[src/rtl/pc_gen_pkg.sv]
// Shared types and elaboration helpers for the fetch PC generator.
package pc_gen_pkg;

    // FSM state encoding, visible on state_o.
    typedef enum logic [1:0] {
        ST_BOOT   = 2'd0,
        ST_FETCH  = 2'd1,
        ST_STALL  = 2'd2,
        ST_HALTED = 2'd3
    } state_t;

    // Winning control event for a cycle, already resolved by priority.
    typedef enum logic [2:0] {
        EV_NONE     = 3'd0,
        EV_STALL    = 3'd1,
        EV_HALT     = 3'd2,
        EV_REDIRECT = 3'd3,
        EV_MISALIGN = 3'd4,
        EV_MRET     = 3'd5,
        EV_TRAP     = 3'd6
    } event_t;

    // Only 16-bit and 32-bit instruction alignment are supported.
    function automatic bit ialign_legal(input int unsigned ialign);
        return (ialign == 32'd2) || (ialign == 32'd4);
    endfunction

endpackage

[src/rtl/pc_gen_if.sv]
// Control and fetch-request bundle between the core and the PC generator.
interface pc_gen_if #(
    parameter int unsigned XLEN = 32
);
    logic            stall_i;
    logic            halt_i;
    logic            redirect_valid_i;
    logic [XLEN-1:0] redirect_target_i;
    logic            trap_i;
    logic            mret_i;
    logic [XLEN-1:0] mepc_i;
    logic            fetch_ready_i;
    logic            fetch_valid_o;
    logic [XLEN-1:0] pc_o;
    logic            misalign_o;
    logic [XLEN-1:0] misalign_addr_o;
    logic [1:0]      state_o;

    // PC generator side: consumes control, produces the fetch request.
    modport master (
        input  stall_i, halt_i, redirect_valid_i, redirect_target_i,
        input  trap_i, mret_i, mepc_i, fetch_ready_i,
        output fetch_valid_o, pc_o, misalign_o, misalign_addr_o, state_o
    );

    // Core / instruction memory side.
    modport slave (
        output stall_i, halt_i, redirect_valid_i, redirect_target_i,
        output trap_i, mret_i, mepc_i, fetch_ready_i,
        input  fetch_valid_o, pc_o, misalign_o, misalign_addr_o, state_o
    );
endinterface

[src/rtl/pc_next_sel.sv]
// Combinational priority mux: picks the winning control event and next PC.
module pc_next_sel
    import pc_gen_pkg::*;
#(
    parameter int unsigned     XLEN     = 32,
    parameter int unsigned     IALIGN   = 4,
    parameter logic [XLEN-1:0] TRAP_VEC = XLEN'(32'h0000_0100)
) (
    input  state_t          state,
    input  logic [XLEN-1:0] pc,
    input  logic            stall,
    input  logic            halt,
    input  logic            redirect_valid,
    input  logic [XLEN-1:0] redirect_target,
    input  logic            trap,
    input  logic            mret,
    input  logic [XLEN-1:0] mepc,
    input  logic            fetch_ready,
    output logic [XLEN-1:0] pc_next_c,
    output event_t          ev_c
);

    localparam logic [XLEN-1:0] ALIGN_MASK = XLEN'(IALIGN - 32'd1);
    localparam logic [XLEN-1:0] PC_INC     = XLEN'(IALIGN);

    logic            handshake;
    logic            misaligned;
    logic [XLEN-1:0] pc_seq;

    // Priority: trap > mret > redirect > halt > stall > sequential; BOOT ignores all.
    always_comb begin
        handshake  = (state == ST_FETCH) && fetch_ready;
        misaligned = |(redirect_target & ALIGN_MASK);
        pc_seq     = handshake ? (pc + PC_INC) : pc;
        pc_next_c  = pc;
        ev_c       = EV_NONE;
        if (state != ST_BOOT) begin
            if (trap) begin
                ev_c      = EV_TRAP;
                pc_next_c = TRAP_VEC;
            end else if (mret) begin
                ev_c      = EV_MRET;
                pc_next_c = mepc & ~ALIGN_MASK;
            end else if (redirect_valid) begin
                if (misaligned) begin
                    ev_c      = EV_MISALIGN;
                    pc_next_c = TRAP_VEC;
                end else begin
                    // A same-cycle handshake is consumed; its increment is dropped.
                    ev_c      = EV_REDIRECT;
                    pc_next_c = redirect_target;
                end
            end else if (halt) begin
                ev_c      = EV_HALT;
                pc_next_c = pc;
            end else if (stall) begin
                // The request accepted in the stalling cycle still counts.
                ev_c      = EV_STALL;
                pc_next_c = pc_seq;
            end else begin
                ev_c      = EV_NONE;
                pc_next_c = pc_seq;
            end
        end
    end

endmodule

[src/rtl/pc_gen.sv]
// Fetch PC generator: PC/status registers and the fetch FSM.
module pc_gen
    import pc_gen_pkg::*;
#(
    parameter int unsigned     XLEN      = 32,
    parameter logic [XLEN-1:0] RESET_VEC = XLEN'(32'h0000_0000),
    parameter logic [XLEN-1:0] TRAP_VEC  = XLEN'(32'h0000_0100),
    parameter int unsigned     IALIGN    = 4
) (
    input  logic      clk,
    input  logic      rst,
    pc_gen_if.master  bus
);

    // Reject unsupported alignment at elaboration.
    if (!ialign_legal(IALIGN)) begin : g_ialign_check
        $error("pc_gen: IALIGN must be 2 or 4");
    end

    state_t          state_q;
    state_t          state_d;
    event_t          ev;
    logic [XLEN-1:0] pc_q;
    logic [XLEN-1:0] pc_d;
    logic            fetch_valid_q;
    logic            misalign_q;
    logic [XLEN-1:0] misalign_addr_q;

    pc_next_sel #(
        .XLEN     (XLEN),
        .IALIGN   (IALIGN),
        .TRAP_VEC (TRAP_VEC)
    ) u_sel (
        .state           (state_q),
        .pc              (pc_q),
        .stall           (bus.stall_i),
        .halt            (bus.halt_i),
        .redirect_valid  (bus.redirect_valid_i),
        .redirect_target (bus.redirect_target_i),
        .trap            (bus.trap_i),
        .mret            (bus.mret_i),
        .mepc            (bus.mepc_i),
        .fetch_ready     (bus.fetch_ready_i),
        .pc_next_c       (pc_d),
        .ev_c            (ev)
    );

    // Next-state logic driven by the resolved control event.
    always_comb begin
        state_d = state_q;
        case (state_q)
            ST_BOOT: state_d = ST_FETCH;
            default: begin
                case (ev)
                    EV_TRAP, EV_MRET, EV_REDIRECT, EV_MISALIGN: state_d = ST_FETCH;
                    EV_HALT:  state_d = ST_HALTED;
                    EV_STALL: state_d = (state_q == ST_FETCH) ? ST_STALL : state_q;
                    default:  state_d = (state_q == ST_STALL) ? ST_FETCH : state_q;
                endcase
            end
        endcase
    end

    // State, PC and status registers; reset abandons any in-flight request.
    always_ff @(posedge clk or posedge rst) begin
        if (rst) begin
            state_q         <= ST_BOOT;
            pc_q            <= RESET_VEC;
            fetch_valid_q   <= 1'b0;
            misalign_q      <= 1'b0;
            misalign_addr_q <= '0;
        end else begin
            state_q       <= state_d;
            pc_q          <= pc_d;
            fetch_valid_q <= (state_d == ST_FETCH);
            misalign_q    <= (ev == EV_MISALIGN);
            if (ev == EV_MISALIGN) begin
                misalign_addr_q <= bus.redirect_target_i;
            end
        end
    end

    assign bus.pc_o            = pc_q;
    assign bus.state_o         = state_q;
    assign bus.fetch_valid_o   = fetch_valid_q;
    assign bus.misalign_o      = misalign_q;
    assign bus.misalign_addr_o = misalign_addr_q;

endmodule

[src/flat_wrapper.sv]
// flat-port wrapper written by rule: the top's interface ports become plain ports
module pc_gen_flat import pc_gen_pkg::*;
#(
    parameter int unsigned     XLEN      = 32,
    parameter logic [XLEN-1:0] RESET_VEC = XLEN'(32'h0000_0000),
    parameter logic [XLEN-1:0] TRAP_VEC  = XLEN'(32'h0000_0100),
    parameter int unsigned     IALIGN    = 4
)
  (clk, rst, bus_stall_i, bus_halt_i, bus_redirect_valid_i, bus_redirect_target_i, bus_trap_i, bus_mret_i, bus_mepc_i, bus_fetch_ready_i, bus_fetch_valid_o, bus_pc_o, bus_misalign_o, bus_misalign_addr_o, bus_state_o);
  pc_gen_if #(.XLEN(XLEN)) bus_i ();
  input  logic clk;
  input  logic rst;
  input wire logic [$bits(bus_i.stall_i)-1:0] bus_stall_i;
  input wire logic [$bits(bus_i.halt_i)-1:0] bus_halt_i;
  input wire logic [$bits(bus_i.redirect_valid_i)-1:0] bus_redirect_valid_i;
  input wire logic [$bits(bus_i.redirect_target_i)-1:0] bus_redirect_target_i;
  input wire logic [$bits(bus_i.trap_i)-1:0] bus_trap_i;
  input wire logic [$bits(bus_i.mret_i)-1:0] bus_mret_i;
  input wire logic [$bits(bus_i.mepc_i)-1:0] bus_mepc_i;
  input wire logic [$bits(bus_i.fetch_ready_i)-1:0] bus_fetch_ready_i;
  output wire logic [$bits(bus_i.fetch_valid_o)-1:0] bus_fetch_valid_o;
  output wire logic [$bits(bus_i.pc_o)-1:0] bus_pc_o;
  output wire logic [$bits(bus_i.misalign_o)-1:0] bus_misalign_o;
  output wire logic [$bits(bus_i.misalign_addr_o)-1:0] bus_misalign_addr_o;
  output wire logic [$bits(bus_i.state_o)-1:0] bus_state_o;
  assign bus_i.stall_i = bus_stall_i;
  assign bus_i.halt_i = bus_halt_i;
  assign bus_i.redirect_valid_i = bus_redirect_valid_i;
  assign bus_i.redirect_target_i = bus_redirect_target_i;
  assign bus_i.trap_i = bus_trap_i;
  assign bus_i.mret_i = bus_mret_i;
  assign bus_i.mepc_i = bus_mepc_i;
  assign bus_i.fetch_ready_i = bus_fetch_ready_i;
  assign bus_fetch_valid_o = bus_i.fetch_valid_o;
  assign bus_pc_o = bus_i.pc_o;
  assign bus_misalign_o = bus_i.misalign_o;
  assign bus_misalign_addr_o = bus_i.misalign_addr_o;
  assign bus_state_o = bus_i.state_o;
  pc_gen #(.XLEN(XLEN), .RESET_VEC(RESET_VEC), .TRAP_VEC(TRAP_VEC), .IALIGN(IALIGN)) u_core (.clk(clk), .rst(rst), .bus(bus_i));
endmodule
[config.mk]
export PLATFORM = sky130hd
export DESIGN_NAME = pc_gen_flat
export DESIGN_NICKNAME = d
export VERILOG_FILES = /design/src/rtl/pc_gen_pkg.sv /design/src/rtl/pc_gen_if.sv /design/src/rtl/pc_next_sel.sv /design/src/rtl/pc_gen.sv /design/src/flat_wrapper.sv
export SDC_FILE = /design/constraint.sdc
export NUM_CORES = 1
export LEC_CHECK = 0
export BUFFER_PORTS_ARGS = -buffer_cell sky130_fd_sc_hd__clkbuf_2
export CAP_MARGIN = 20
export CORE_ASPECT_RATIO = 1.75
export CORE_MARGIN = 1
export CORE_UTILIZATION = 40
export DETAILED_ROUTE_END_ITERATION = 16
export PLACE_DENSITY = 0.65
export SYNTH_ARGS = -nofsm -noshare
export SYNTH_HDL_FRONTEND = slang
export SYNTH_SLANG_ARGS = --single-unit
[constraint.sdc]
create_clock -name clk -period 4.4 [get_ports clk]
set_input_delay 0.22 -clock clk [delete_from_list [all_inputs] [get_ports clk]]
set_output_delay 0.22 -clock clk [all_outputs]
set_load 0.02 [all_outputs]
Yosys cells after proc, flatten, opt, wreduce, memory -nomap -nowiden
Cells that the tools add are included.
{"block": "classes", "eq_ne": 10, "reduce_logical": 7, "add_sub_neg": 1, "n_mux": 17}
{"operator": "32-bit 2-to-1 mux", "n": 6}
{"operator": "32-bit by 3-bit adder with 32-bit output (second input constant)", "n": 1}
{"operator": "3-bit 2-to-1 mux", "n": 5}
{"operator": "3-bit == test (second input constant)", "n": 3}
{"operator": "2-bit 2-to-1 mux", "n": 4}
{"operator": "3-bit by 2-bit == test with 1-bit output (second input constant)", "n": 2}
{"operator": "2-bit case mux with 3 select lines", "n": 1}
{"operator": "2-bit by 1-bit == test with 1-bit output (second input constant)", "n": 2}
{"operator": "4-bit by 1-bit inequality test with 1-bit output (second input constant)", "n": 1}
{"operator": "4-bit nonzero test", "n": 1}
{"operator": "4-bit OR reduction", "n": 1}
{"operator": "3-bit by 1-bit == test with 1-bit output (second input constant)", "n": 1}
{"operator": "3-bit AND reduction", "n": 1}
{"operator": "2-bit == test (second input constant)", "n": 1}
{"operator": "2-bit zero test", "n": 1}
{"operator": "2-bit nonzero test", "n": 1}
{"operator": "2-bit OR reduction", "n": 1}
{"operator": "1-bit logical AND", "n": 1}
{"operator": "1-bit 2-to-1 mux", "n": 1}
{"block": "totals", "register_bits": 68, "word_cells": 40, "out_inout_bits": 68, "inputBits": 72}

Longest topological paths before layout
Gate-level depths: netlist of run 1.
{"block": "depth", "ltp_word": 11, "mapped_depth": 8, "ltp_nobuf": 6}

Hierarchy
A second synthesis of run 1 with hierarchy kept.
{"block": "unflattened", "hier_cells": 448, "area_unflattened_um2": 4070.2}
{"module": "pc_gen", "seq_area_each_um2": 1701.6, "cells_each": 115, "area_each_um2": 2178.3, "instances": 1}
{"module": "pc_next_sel", "seq_area_each_um2": 0.0, "cells_each": 333, "area_each_um2": 1891.8, "instances": 1}

Worst setup path after synthesis of run 1
No wires, ideal clock.
{"block": "synth_path", "path_type": "register to register", "startpoint": "register u_core.pc_q[2], in the netlist u_core.bus.pc_o[2]", "endpoint": "register u_core.pc_q[20], in the netlist u_core.bus.pc_o[20]", "setup_ns": 0.069, "t_arrival_ns": 1.835, "path_stages_with_launch": 7, "path_slack_ns": 2.496, "synth_period_minus_slack_ns": 1.904, "n_path_buf": 0, "required_ns": 4.331, "cell_sequence": "dfrtp_1 -> ha_1 -> nand4_2 -> nor3_2 -> nand2_1 -> or4_1 -> nand3_1"}
{"block": "synth_between", "elab_chain_cells": 6}
{"element": "from (decl)", "line_no": "pc_gen.sv:23", "text": "logic [XLEN-1:0] pc_q;"}
{"element": "from (signal assigned)", "line_no": "pc_gen.sv:74", "text": "pc_q <= pc_d;"}
{"element": "32-bit by 3-bit adder with 32-bit output", "line_no": "pc_next_sel.sv:34", "text": "pc_seq = handshake ? (pc + PC_INC) : pc;"}
{"element": "32-bit 2-to-1 mux", "line_no": "pc_next_sel.sv:34"}
{"element": "32-bit 2-to-1 mux", "line_no": "pc_next_sel.sv:53", "text": "end else if (halt) begin"}
{"element": "32-bit 2-to-1 mux", "line_no": "pc_next_sel.sv:44", "text": "end else if (redirect_valid) begin"}
{"element": "32-bit 2-to-1 mux", "line_no": "pc_next_sel.sv:41", "text": "end else if (mret) begin"}
{"element": "32-bit 2-to-1 mux", "line_no": "pc_next_sel.sv:38", "text": "if (trap) begin"}
No other way between the ends. The select of a mux whose other input is x is not followed.
A chain may end at the register's enable or synchronous reset.

Final worst setup path of run 1
{"block": "layout_path", "startpoint": "input bus_mret_i", "endpoint": "register u_core.misalign_addr_q[16], in the netlist u_core.bus.misalign_addr_o[16]"}
{"block": "layout_between", "elab_chain_cells": 4}
{"element": "from (decl)", "line_no": "flat_wrapper.sv:18", "text": "input wire logic [$bits(bus_i.mret_i)-1:0] bus_mret_i;"}
{"element": "3-bit 2-to-1 mux", "line_no": "pc_next_sel.sv:41"}
{"element": "3-bit 2-to-1 mux", "line_no": "pc_next_sel.sv:38"}
{"element": "3-bit 2-to-1 mux", "line_no": "pc_next_sel.sv:37", "text": "if (state != ST_BOOT) begin"}
{"element": "3-bit == test", "line_no": "pc_gen.sv:77", "text": "if (ev == EV_MISALIGN) begin"}
{"element": "to (signal assigned)", "line_no": "pc_gen.sv:78", "text": "misalign_addr_q <= bus.redirect_target_i;"}
{"element": "to (decl)", "line_no": "pc_gen.sv:27", "text": "logic [XLEN-1:0] misalign_addr_q;"}
No other way between the ends.

==> results of run 1 <==
[per-layer routing]
metal	track usage (%)	part of all wire [%]	vias up
li1	-	-	1799
met1	27.5	38	1870
met3	3.93	3.8	19
met5	0	0	-
met2	45.4	55	101
met4	11.3	2.7	0
[per-stage QoR]
stage | cell area, sq um | power, mW
5_1_grt | 4980 | 2.02
2_1_floorplan | 3930 | 1.09
6_report | 4980 | 1.94
3_3_place_gp | 4690 | 1.26
4_1_cts | 4970 | 1.95
3_5_place_dp | 4690 | 1.27
[layout make-up]
class | instances | share of cell area (%)
Clock buffer | 13 | 5.23
Clock inverter | 2 | 0.201
Inverter | 7 | 0.528
Multi-Input combinational cell | 313 | 41.7
Sequential cell | 68 | 34.2
Tap cell | 122 | 3.07
Timing Repair Buffer | 145 | 15.1
[path summary, 6_finish.rpt]
check / start / end / slack, ns / cells past startpoint
setup reg to reg: u_core.bus.state_o[1] / u_core.bus.pc_o[20] / 2.12 / 5
hold reg to reg: u_core.bus.pc_o[0] / u_core.bus.pc_o[0] / 0.50 / 1
setup / recovery: bus_mret_i / u_core.bus.misalign_addr_o[16] / 1.81 / 6
hold / removal: bus_redirect_target_i[6] / u_core.bus.misalign_addr_o[6] / 0.13 / 2
max in group asynchronous: rst / u_core.bus.misalign_addr_o[31] / 2.88 / 4
min in group asynchronous: rst / u_core.bus.misalign_addr_o[2] / 0.53 / 3
[kinds of logic after synthesis]
group	count (synthesis)	synth area share, %
AO/OA/AOI/OAI	120	19.9
XOR/XNOR	14	3.12
adder cells (fa/ha/maj)	2	0.574
buffers and inverters	37	4.17
flip-flops	68	43.3
multiplexers	35	9.94
AND/OR/NAND/NOR	142	18.9
[cell usage in the layout, fill, tap and decap left out, types with 5 or more instances in the layout]
master	Yosys	layout
clkbuf_2	1	137
dfrtp_1	68	68
o21ai_0	38	38
nand2_1	35	35
mux2_2	32	32
nor2_1	32	32
a21oi_1	23	23
nor3_1	15	15
nand4_1	14	14
and2_1	10	10
a31oi_1	10	10
xor2_1	10	10
clkbuf_16	0	9
nand3_1	7	7
inv_1	7	6
nor4_1	6	6
buf_4	3	6
a211oi_1	5	5
nand2b_1	5	5
[report_power, final]
part / internal, mW / switching (mW)
logic: 0.186 / 0.282
clock network: 0.408 / 0.268
registers: 0.717 / 0.0777
total: 1.31 / 0.628
[what timing repair did]
| item | in CTS | in global routing |
|---|---|---|
| hold buffers | 1 | 0 |
| resized for setup | 0 | 0 |
| setup endpoints to repair | 0 | 0 |
| endpoints found under the hold margin | 31 | 0 |
[state kept, by name, indices dropped and copies added, names as in the netlist]
register	flops
u_core.bus.state_o	2
u_core.bus.pc_o	32
u_core.bus.misalign_o	1
u_core.bus.misalign_addr_o	32
u_core.bus.fetch_valid_o	1
[critical path, cell delays in order]
cell      delay [ns]
clkbuf_2        0.54
inv_1           0.17
buf_4           0.37
o2111a_1        0.67
buf_4           0.43
mux2_2          0.38
==> summary.md, run 1 <==
| Metric | Value |
|---|---|
| Outcome | `finished, final reports clean` |
| IO Count | `140` |
| Yosys top cell area share | `43.3%` |
| Post-Route Setup TNS | `0 ns` |
| Cells after synthesis | `418` |
| Total wire length | `12300 um` |
| Post-DRT Antenna Nets | `0` |
| Worst slew pin tran | `0.988 ns` |
| GPL Wtd Cong | `0.809` |
| Clock sinks | `68` |
| RSZ-0062 raised after global routing | `no` |
| Share of post-route cells with drive strength above 1 | `36.9%` |
| WHS | `0.135 ns` |
| Die Area | `10200 sq um` |
| Fin. Hold Viols | `0` |
| Rel. slew slack | `34.1%` |
| Starting Density | `41.5%` |
| First-pass GRT wire length | `19500 um` |
| Final worst path period need | `2.59 ns` |
| Total gr overflow | `0` |
| Synth area leader | `dfrtp_1` |
| CTS Buf Count | `9` |
| CTS tree | `done` |
| Fin util | `52.6%` |
| Pwr Density | `389 nW/um^2` |
| FMAX | `0.386 GHz` |
| Core ar. | `9470 sq um` |
| Commonest cells post-synth | `dfrtp_1 (68), o21ai_0 (38), nand2_1 (35), mux2_2 (32), nor2_1 (32)` |
| Reg clk slew, reported paths | `0.06 ns` |
| Maximum root-to-sink buffer count | `2` |
| Hold/Removal Path Class | `input pin to flip-flop` |
| Via-to-Cell Ratio | `5.66` |
| Number of remaining DRC errors | `0` |
| Slew Limit Fails | `0` |
| LEAKAGE | `2.24 nW` |
| Top cells by area, synth | `dfrtp_1 (43%), mux2_2 (9.2%), o21ai_0 (4.8%)` |
| Die W | `76.9 um` |
| Synth warn | `0` |
| N_diodes | `0` |
| Top_reg_cell synth | `dfrtp_1` |
| Die height | `133 um` |
| Clock Skew | `0.00574 ns` |
| Maxcap violations | `0` |
| Worst Path Max Fanout | `47` |
| Initial DRC count | `246` |
| WL per Instance | `18.4 um` |
| GRT Util Overall | `24.8%` |
| Register area share after synthesis | `43.3%` |
| Antenna violations before repair | `0` |
| First-pass detailed-route iteration total | `4` |
| Count leader, synth | `dfrtp_1` |
| Post-Layout Cell Count | `670` |
| Row count | `47` |
| Synth Register Bits | `68` |
| Final Cycle Share | `58.9%` |
| Post-synthesis async set-or-reset flop share | `100%` |
| EDFF count, synth | `0` |
| FILL cells | `932` |
| Critical path data required time | `4.61 ns` |
| Endpoint type of the worst setup path | `flip-flop` |
| Vias in the first global route | `3840` |
| Register area | `1700 sq um` |
| Syn Area/Cell | `9.39 sq um` |
| Syn Nets | `491` |
| Worst setup margin | `1.81 ns` |
| Largest net degree at the start of global routing | `48` |
| Hpwl dp | `8610 um` |
| Final setup viols | `0` |
| Netlist area before placement | `3930 sq um` |
| Startpoint types | `input pin` |
| Nets@finish | `617` |
| Via count | `3789` |
| Placed cell count | `653` |
| Worst path arrival time | `2.81 ns` |
| Post-CTS Setup Inserts | `0` |
| Placement Setup Slack | `1.48 ns` |
| Peak VDD IR | `275 uV` |
| IO Port Bufs | `137` |
| Area Overhead vs Synth | `26.8%` |
| Yosys cell types | `58` |
| Clock Latency Late Sink | `0.33 ns` |
| H-tree Lvls | `3` |
| Area of the multi-input gates | `2070 sq um` |
| Root buf cell | `clkbuf_16` |
| Crit Path Class | `input pin to flip-flop` |
Power figures use the tool's default switching activity.
==> inputs of run 2 (changes only) <==
==> constraint.sdc (replaced) <==
create_clock -name clk -period 2.65 [get_ports clk]
set_input_delay 0.1325 -clock clk [delete_from_list [all_inputs] [get_ports clk]]
set_output_delay 0.1325 -clock clk [all_outputs]
set_load 0.02 [all_outputs]
==> summary.md, run 2 (synthesis gave the netlist of run 1 again) <==
| Metric | Value |
|---|---|
| Via-to-Cell Ratio | `5.65 (about the same)` |
| Critical path data required time | `2.88 ns (-1.73 ns)` |
| WHS | `0.0504 ns (-0.0844 ns)` |
| Post-CTS Resized | `0 (unchanged)` |
| Share of post-route cells with drive strength above 1 | `37.6% (+0.77 points)` |
| FMAX | `0.452 GHz` |
| Root buf cell | `clkbuf_16` |
| Worst slew pin tran | `0.740 ns (-0.248 ns)` |
| First-pass GRT wire length | `20300 um (+4.0%)` |
| Antenna violations before repair | `0 (unchanged)` |
| Pwr Density | `657 nW/um^2 (+69%)` |
| Startpoint types | `flip-flop` |
| Crit Path Class | `flip-flop to flip-flop` |
| Final Cycle Share | `83.6%` |
| LEAKAGE | `2.29 nW (+2.5%)` |
| IO Count | `140 (unchanged)` |
| Final worst path period need | `2.21 ns` |
| Worst Path Max Fanout | `7 (-85%)` |
| Total wire length | `12400 um (+0.91%)` |
| Die Area | `10200 sq um (unchanged)` |
| Dpl cell area | `4770 sq um (+1.9%)` |
| Clock Latency Late Sink | `0.33 ns (about the same)` |
| Die height | `133 um (unchanged)` |
| Via count | `3844 (+1.5%)` |
| Endpoint type of the worst setup path | `flip-flop` |
| Layout Cell Area excl Fill | `5080 sq um (+2.1%)` |
| Post-DRT Antenna Nets | `0 (unchanged)` |
| Post-Route Setup TNS | `0 ns (unchanged)` |
| N_diodes | `0 (unchanged)` |
| Nets@finish | `626 (+1.5%)` |
| Commonest non-fill, non-tap cell in the layout | `clkbuf_2` |
| Hold buffers post-CTS | `1 (unchanged)` |
| Core ar. | `9470 sq um (unchanged)` |
| Reg clk slew, reported paths | `0.06 ns (about the same)` |
| Maxcap violations | `0 (unchanged)` |
| IO Port Bufs | `137 (unchanged)` |
| Maximum root-to-sink buffer count | `2 (unchanged)` |
| Fin. Hold Viols | `0 (unchanged)` |
| Peak VDD IR | `411 uV (+50%)` |
| Starting Density | `41.5% (unchanged)` |
| Largest net degree at the start of global routing | `47 (-2.1%)` |
| Final setup viols | `0 (unchanged)` |
| Vias in the first global route | `4088 (+6.5%)` |
| Number of remaining DRC errors | `0 (unchanged)` |
| Post-CTS Setup Inserts | `0 (unchanged)` |
| Worst path arrival time | `2.44 ns (-0.37 ns)` |
| Total power | `3.34 mW (+72%)` |
| Area Overhead vs Synth | `29.4%` |
| WL per Instance | `18.3 um (-0.58%)` |
| RSZ-0062 raised after global routing | `no` |
| GPL Wtd Cong | `0.834 (+3.1%)` |
| Most frequent cells in the layout | `clkbuf_2 (137), dfrtp_1 (68), o21ai_0 (38)` |
| CTS tree | `done` |
| Total gr overflow | `0 (unchanged)` |
| GRT Util Overall | `25.6% (+0.86 points)` |
| Rel. slew slack | `50.2% (+16 points)` |
| Hpwl dp | `8950 um (+4.0%)` |
| Die W | `76.9 um (unchanged)` |
| Slew Limit Fails | `0 (unchanged)` |
| Fin util | `53.7% (+1.1 points)` |
| Hold/Removal Path Class | `input pin to flip-flop` |
| First-pass detailed-route iteration total | `4 (unchanged)` |
| H-tree Lvls | `3 (unchanged)` |
| Clock Skew | `0.00689 ns (+0.00114 ns)` |
| Outcome | `finished, final reports clean` |
| Clock sinks | `68 (unchanged)` |
| Row count | `47 (unchanged)` |
| Initial DRC count | `370 (+50%)` |
| CTS Buf Count | `9 (unchanged)` |
[run 2: final cells by class]
cell class,count,area [sq um]
Sequential cell,68,1700
Clock inverter,1,30.0
Inverter,7,26.3
Timing Repair Buffer,154,828
Clock buffer,15,268
Tap cell,122,153
Fill cell,911,4390
Multi-Input combinational cell,313,2070
[run 2: routing by layer]
| layer | part of all wire [%] | up-vias | wire length [um] | track usage, % |
|---|---|---|---|---|
| met5 | 0 | - | 0 | 0 |
| met4 | 2.1 | 0 | 261 | 11.0 |
| met1 | 38 | 1876 | 4740 | 28.1 |
| li1 | - | 1822 | - | - |
| met3 | 4.6 | 18 | 568 | 4.76 |
| met2 | 55 | 128 | 6870 | 47.3 |
[run 2: final timing paths]
path	from	to	slack [ns]	cells past startpoint
max in group asynchronous	rst	u_core.bus.misalign_addr_o[0]	1.35	4
min	bus_redirect_target_i[8]	u_core.bus.misalign_addr_o[8]	0.05	2
max reg2reg	u_core.bus.pc_o[2]	u_core.bus.pc_o[14]	0.44	6
min reg2reg	u_core.bus.pc_o[0]	u_core.bus.pc_o[0]	0.50	1
min in group asynchronous	rst	u_core.bus.pc_o[4]	0.48	3
max	u_core.bus.pc_o[2]	u_core.bus.pc_o[14]	0.44	6
[run 2: report_power, final]
group | total, mW | switching [mW] | internal (mW) | leakage, nW
Sequential | 1.32 | 0.127 | 1.19 | 0.846
Clock | 1.23 | 0.449 | 0.782 | 0.144
Combinational | 0.788 | 0.472 | 0.316 | 1.30
Total | 3.34 | 1.05 | 2.29 | 2.29
[run 2: critical path, cell delays in order, from the launching register on]
cell,delay (ns)
dfrtp_1,0.43
ha_1,0.25
nand4_2,0.23
nor4_1,0.63
nor3b_1,0.26
a211oi_1,0.08
o41ai_2,0.22
[run 2: per-stage QoR]
stage / instances / setup WS (ns)
2_1_floorplan: 418 / 0.746
3_3_place_gp: 663 / 0.542
3_5_place_dp: 663 / 0.487
4_1_cts: 680 / 0.455
5_1_grt: 680 / 0.271
6_report: 680 / 0.435
==> inputs of run 3 (changes only) <==
==> constraint.sdc (replaced) <==
create_clock -name clk -period 2.1 [get_ports clk]
set_input_delay 0.105 -clock clk [delete_from_list [all_inputs] [get_ports clk]]
set_output_delay 0.105 -clock clk [all_outputs]
set_load 0.02 [all_outputs]
==> summary.md, run 3 (synthesis gave the netlist of run 1 again) <==
| Metric | Value |
|---|---|
| Outcome | `finished, final reports clean` |
| Cell family with most CP delay | `simple AND/OR/NAND/NOR gates` |
| Placed cell count | `667 (+0.60%)` |
| First-pass detailed-route iteration total | `4 (unchanged)` |
| Fin. Hold Viols | `0 (unchanged)` |
| Worst path arrival time | `2.23 ns (-0.21 ns)` |
| Clock Skew | `0.00533 ns (-0.00155 ns)` |
| Fin util | `54.0% (+0.29 points)` |
| Hold/Removal Path Class | `input pin to flip-flop` |
| Clock Latency Late Sink | `0.34 ns (about the same)` |
| Critical path data required time | `2.35 ns (-0.53 ns)` |
| Share of post-route cells with drive strength above 1 | `38.3% (+0.62 points)` |
| Post-DRT Antenna Nets | `0 (unchanged)` |
| RSZ-0062 raised after global routing | `no` |
| Crit. Startpoint | `u_core.bus.pc_o[2]` |
| Hold buffers post-CTS | `1 (unchanged)` |
| Number of remaining DRC errors | `0 (unchanged)` |
| Crit path max-delay cell type | `dfrtp_1` |
| WL per Instance | `17.8 um (-2.5%)` |
| Die height | `133 um (unchanged)` |
| Worst slew pin tran | `0.540 ns (-0.200 ns)` |
| Post-Layout Cell Count | `684 (+0.59%)` |
| Final Cycle Share | `94.4% (+11 points)` |
| Clock sinks | `68 (unchanged)` |
| First-pass GRT wire length | `19600 um (-3.2%)` |
| Critical Path, Cell by Cell | `ha_1 > nand4_2 > nor4_1 > buf_4 > nand4_1 > xor2_1 > o21ai_0` |
| Pwr Density | `803 nW/um^2 (+22%)` |
| Area Overhead vs Synth | `30.1%` |
| Die Area | `10200 sq um (unchanged)` |
| Initial DRC count | `318 (-14%)` |
| Commonest non-fill, non-tap cell in the layout | `clkbuf_2` |
| Via count | `3839 (-0.13%)` |
| HP Start | `bus_redirect_target_i[7]` |
| Final setup viols | `0 (unchanged)` |
| Root buf cell | `clkbuf_16` |
| Peak VDD IR | `553 uV (+34%)` |
| FF-to-FF Start | `u_core.bus.pc_o[2]` |
| Die W | `76.9 um (unchanged)` |
| Buf/Inv on CP | `1 (+1)` |
| CTS Buf Count | `9 (unchanged)` |
| Total wire length | `12200 um (-1.9%)` |
| IO Port Bufs | `137 (unchanged)` |
| LEAKAGE | `2.31 nW (+0.97%)` |
| Placement Setup Slack | `0.185 ns (-0.301 ns)` |
| Total gr overflow | `0 (unchanged)` |
| Worst path max stage delay | `0.43 ns (-0.20 ns)` |
| H-tree Lvls | `3 (unchanged)` |
| Core ar. | `9470 sq um (unchanged)` |
| Post-CTS Resized | `0 (unchanged)` |
| Via-to-Cell Ratio | `5.61 (-0.71%)` |
| Row count | `47 (unchanged)` |
| IO Count | `140 (unchanged)` |
| WHS | `0.0162 ns (-0.0342 ns)` |
| Post-CTS Setup Inserts | `0 (unchanged)` |
| Worst Path Max Fanout | `6 (-1)` |
| Startpoint types | `flip-flop` |
| Most frequent cells in the layout | `clkbuf_2 (137), dfrtp_1 (68), o21ai_0 (38)` |
| Crit Path Class | `flip-flop to flip-flop` |
| Nets@finish | `630 (+0.64%)` |
| CTS tree | `done` |
| Post-Route Setup TNS | `0 ns (unchanged)` |
| Hpwl dp | `8660 um (-3.3%)` |
| Maximum root-to-sink buffer count | `2 (unchanged)` |
| FMAX | `0.505 GHz (+12%)` |
| GPL Wtd Cong | `0.860 (+3.2%)` |
| Endpoint type of the worst setup path | `flip-flop` |
| Largest net degree at the start of global routing | `69 (+47%)` |
| Worst setup margin | `0.118 ns (-0.317 ns)` |
| FILL cells | `889 (-2.4%)` |
| Vias in the first global route | `3954 (-3.3%)` |
| Final worst path period need | `1.98 ns (-0.233 ns)` |
| GRT Util Overall | `24.8% (-0.82 points)` |
| Maxcap violations | `0 (unchanged)` |
| N_diodes | `0 (unchanged)` |
| Antenna violations before repair | `0 (unchanged)` |
| Reg clk slew, reported paths | `0.06 ns (about the same)` |
| Slew Limit Fails | `0 (unchanged)` |
| Rel. slew slack | `63.9% (+14 points)` |
| Starting Density | `41.5% (unchanged)` |
[run 3: through the flow]
stage / area (sq um) / total power [mW]
after floorplan: 3930 / 2.27
after detailed placement: 4820 / 2.68
final: 5110 / 4.10
after CTS: 5110 / 4.14
after global routing: 5110 / 4.29
after global placement: 4820 / 2.65
[run 3: worst paths after layout]
kind | to | slack (ns) | cells after the start
max | u_core.bus.pc_o[28] | 0.12 | 7
min | u_core.bus.misalign_addr_o[7] | 0.02 | 2
max reg2reg | u_core.bus.pc_o[28] | 0.12 | 7
min reg2reg | u_core.bus.pc_o[1] | 0.50 | 1
max in group asynchronous | u_core.bus.misalign_addr_o[31] | 1.41 | 4
min in group asynchronous | u_core.bus.misalign_addr_o[11] | 0.39 | 4
[run 3: worst register-to-register path: cells and delay by family, from the launching register on]
family                     cells  cell delay, ns
AOI/OAI and AO/OA              1            0.18
xor gates and xnor gates       1            0.18
adders and majority gates      1            0.27
buffers and inverters          1            0.20
DFF                            1            0.43
and+or+nand+nor                3            0.63
[run 3: layer usage]
| metal | wire length, um | track usage [%] |
|---|---|---|
| met1 | 4630 | 27.9 |
| met2 | 6530 | 44.4 |
| met3 | 729 | 4.90 |
| met4 | 318 | 11.4 |
| met5 | 0 | 0 |
[run 3: where the power goes]
group	leakage [nW]	internal (mW)	total, mW	switching, mW
logic	1.33	0.402	0.995	0.593
clock network	0.140	0.895	1.45	0.551
registers	0.846	1.50	1.66	0.159
total	2.31	2.80	4.10	1.30
[run 3: layout make-up]
cell class	count	area, sq um	area share [%]
multi-input cells	313	2070	40.6
flip-flops and latches	68	1700	33.3
repair buffers	158	871	17.0
clock buffers	15	278	5.44
well taps	122	153	2.99
inverters	7	26.3	0.514
clock inverters	1	5.00	0.0980
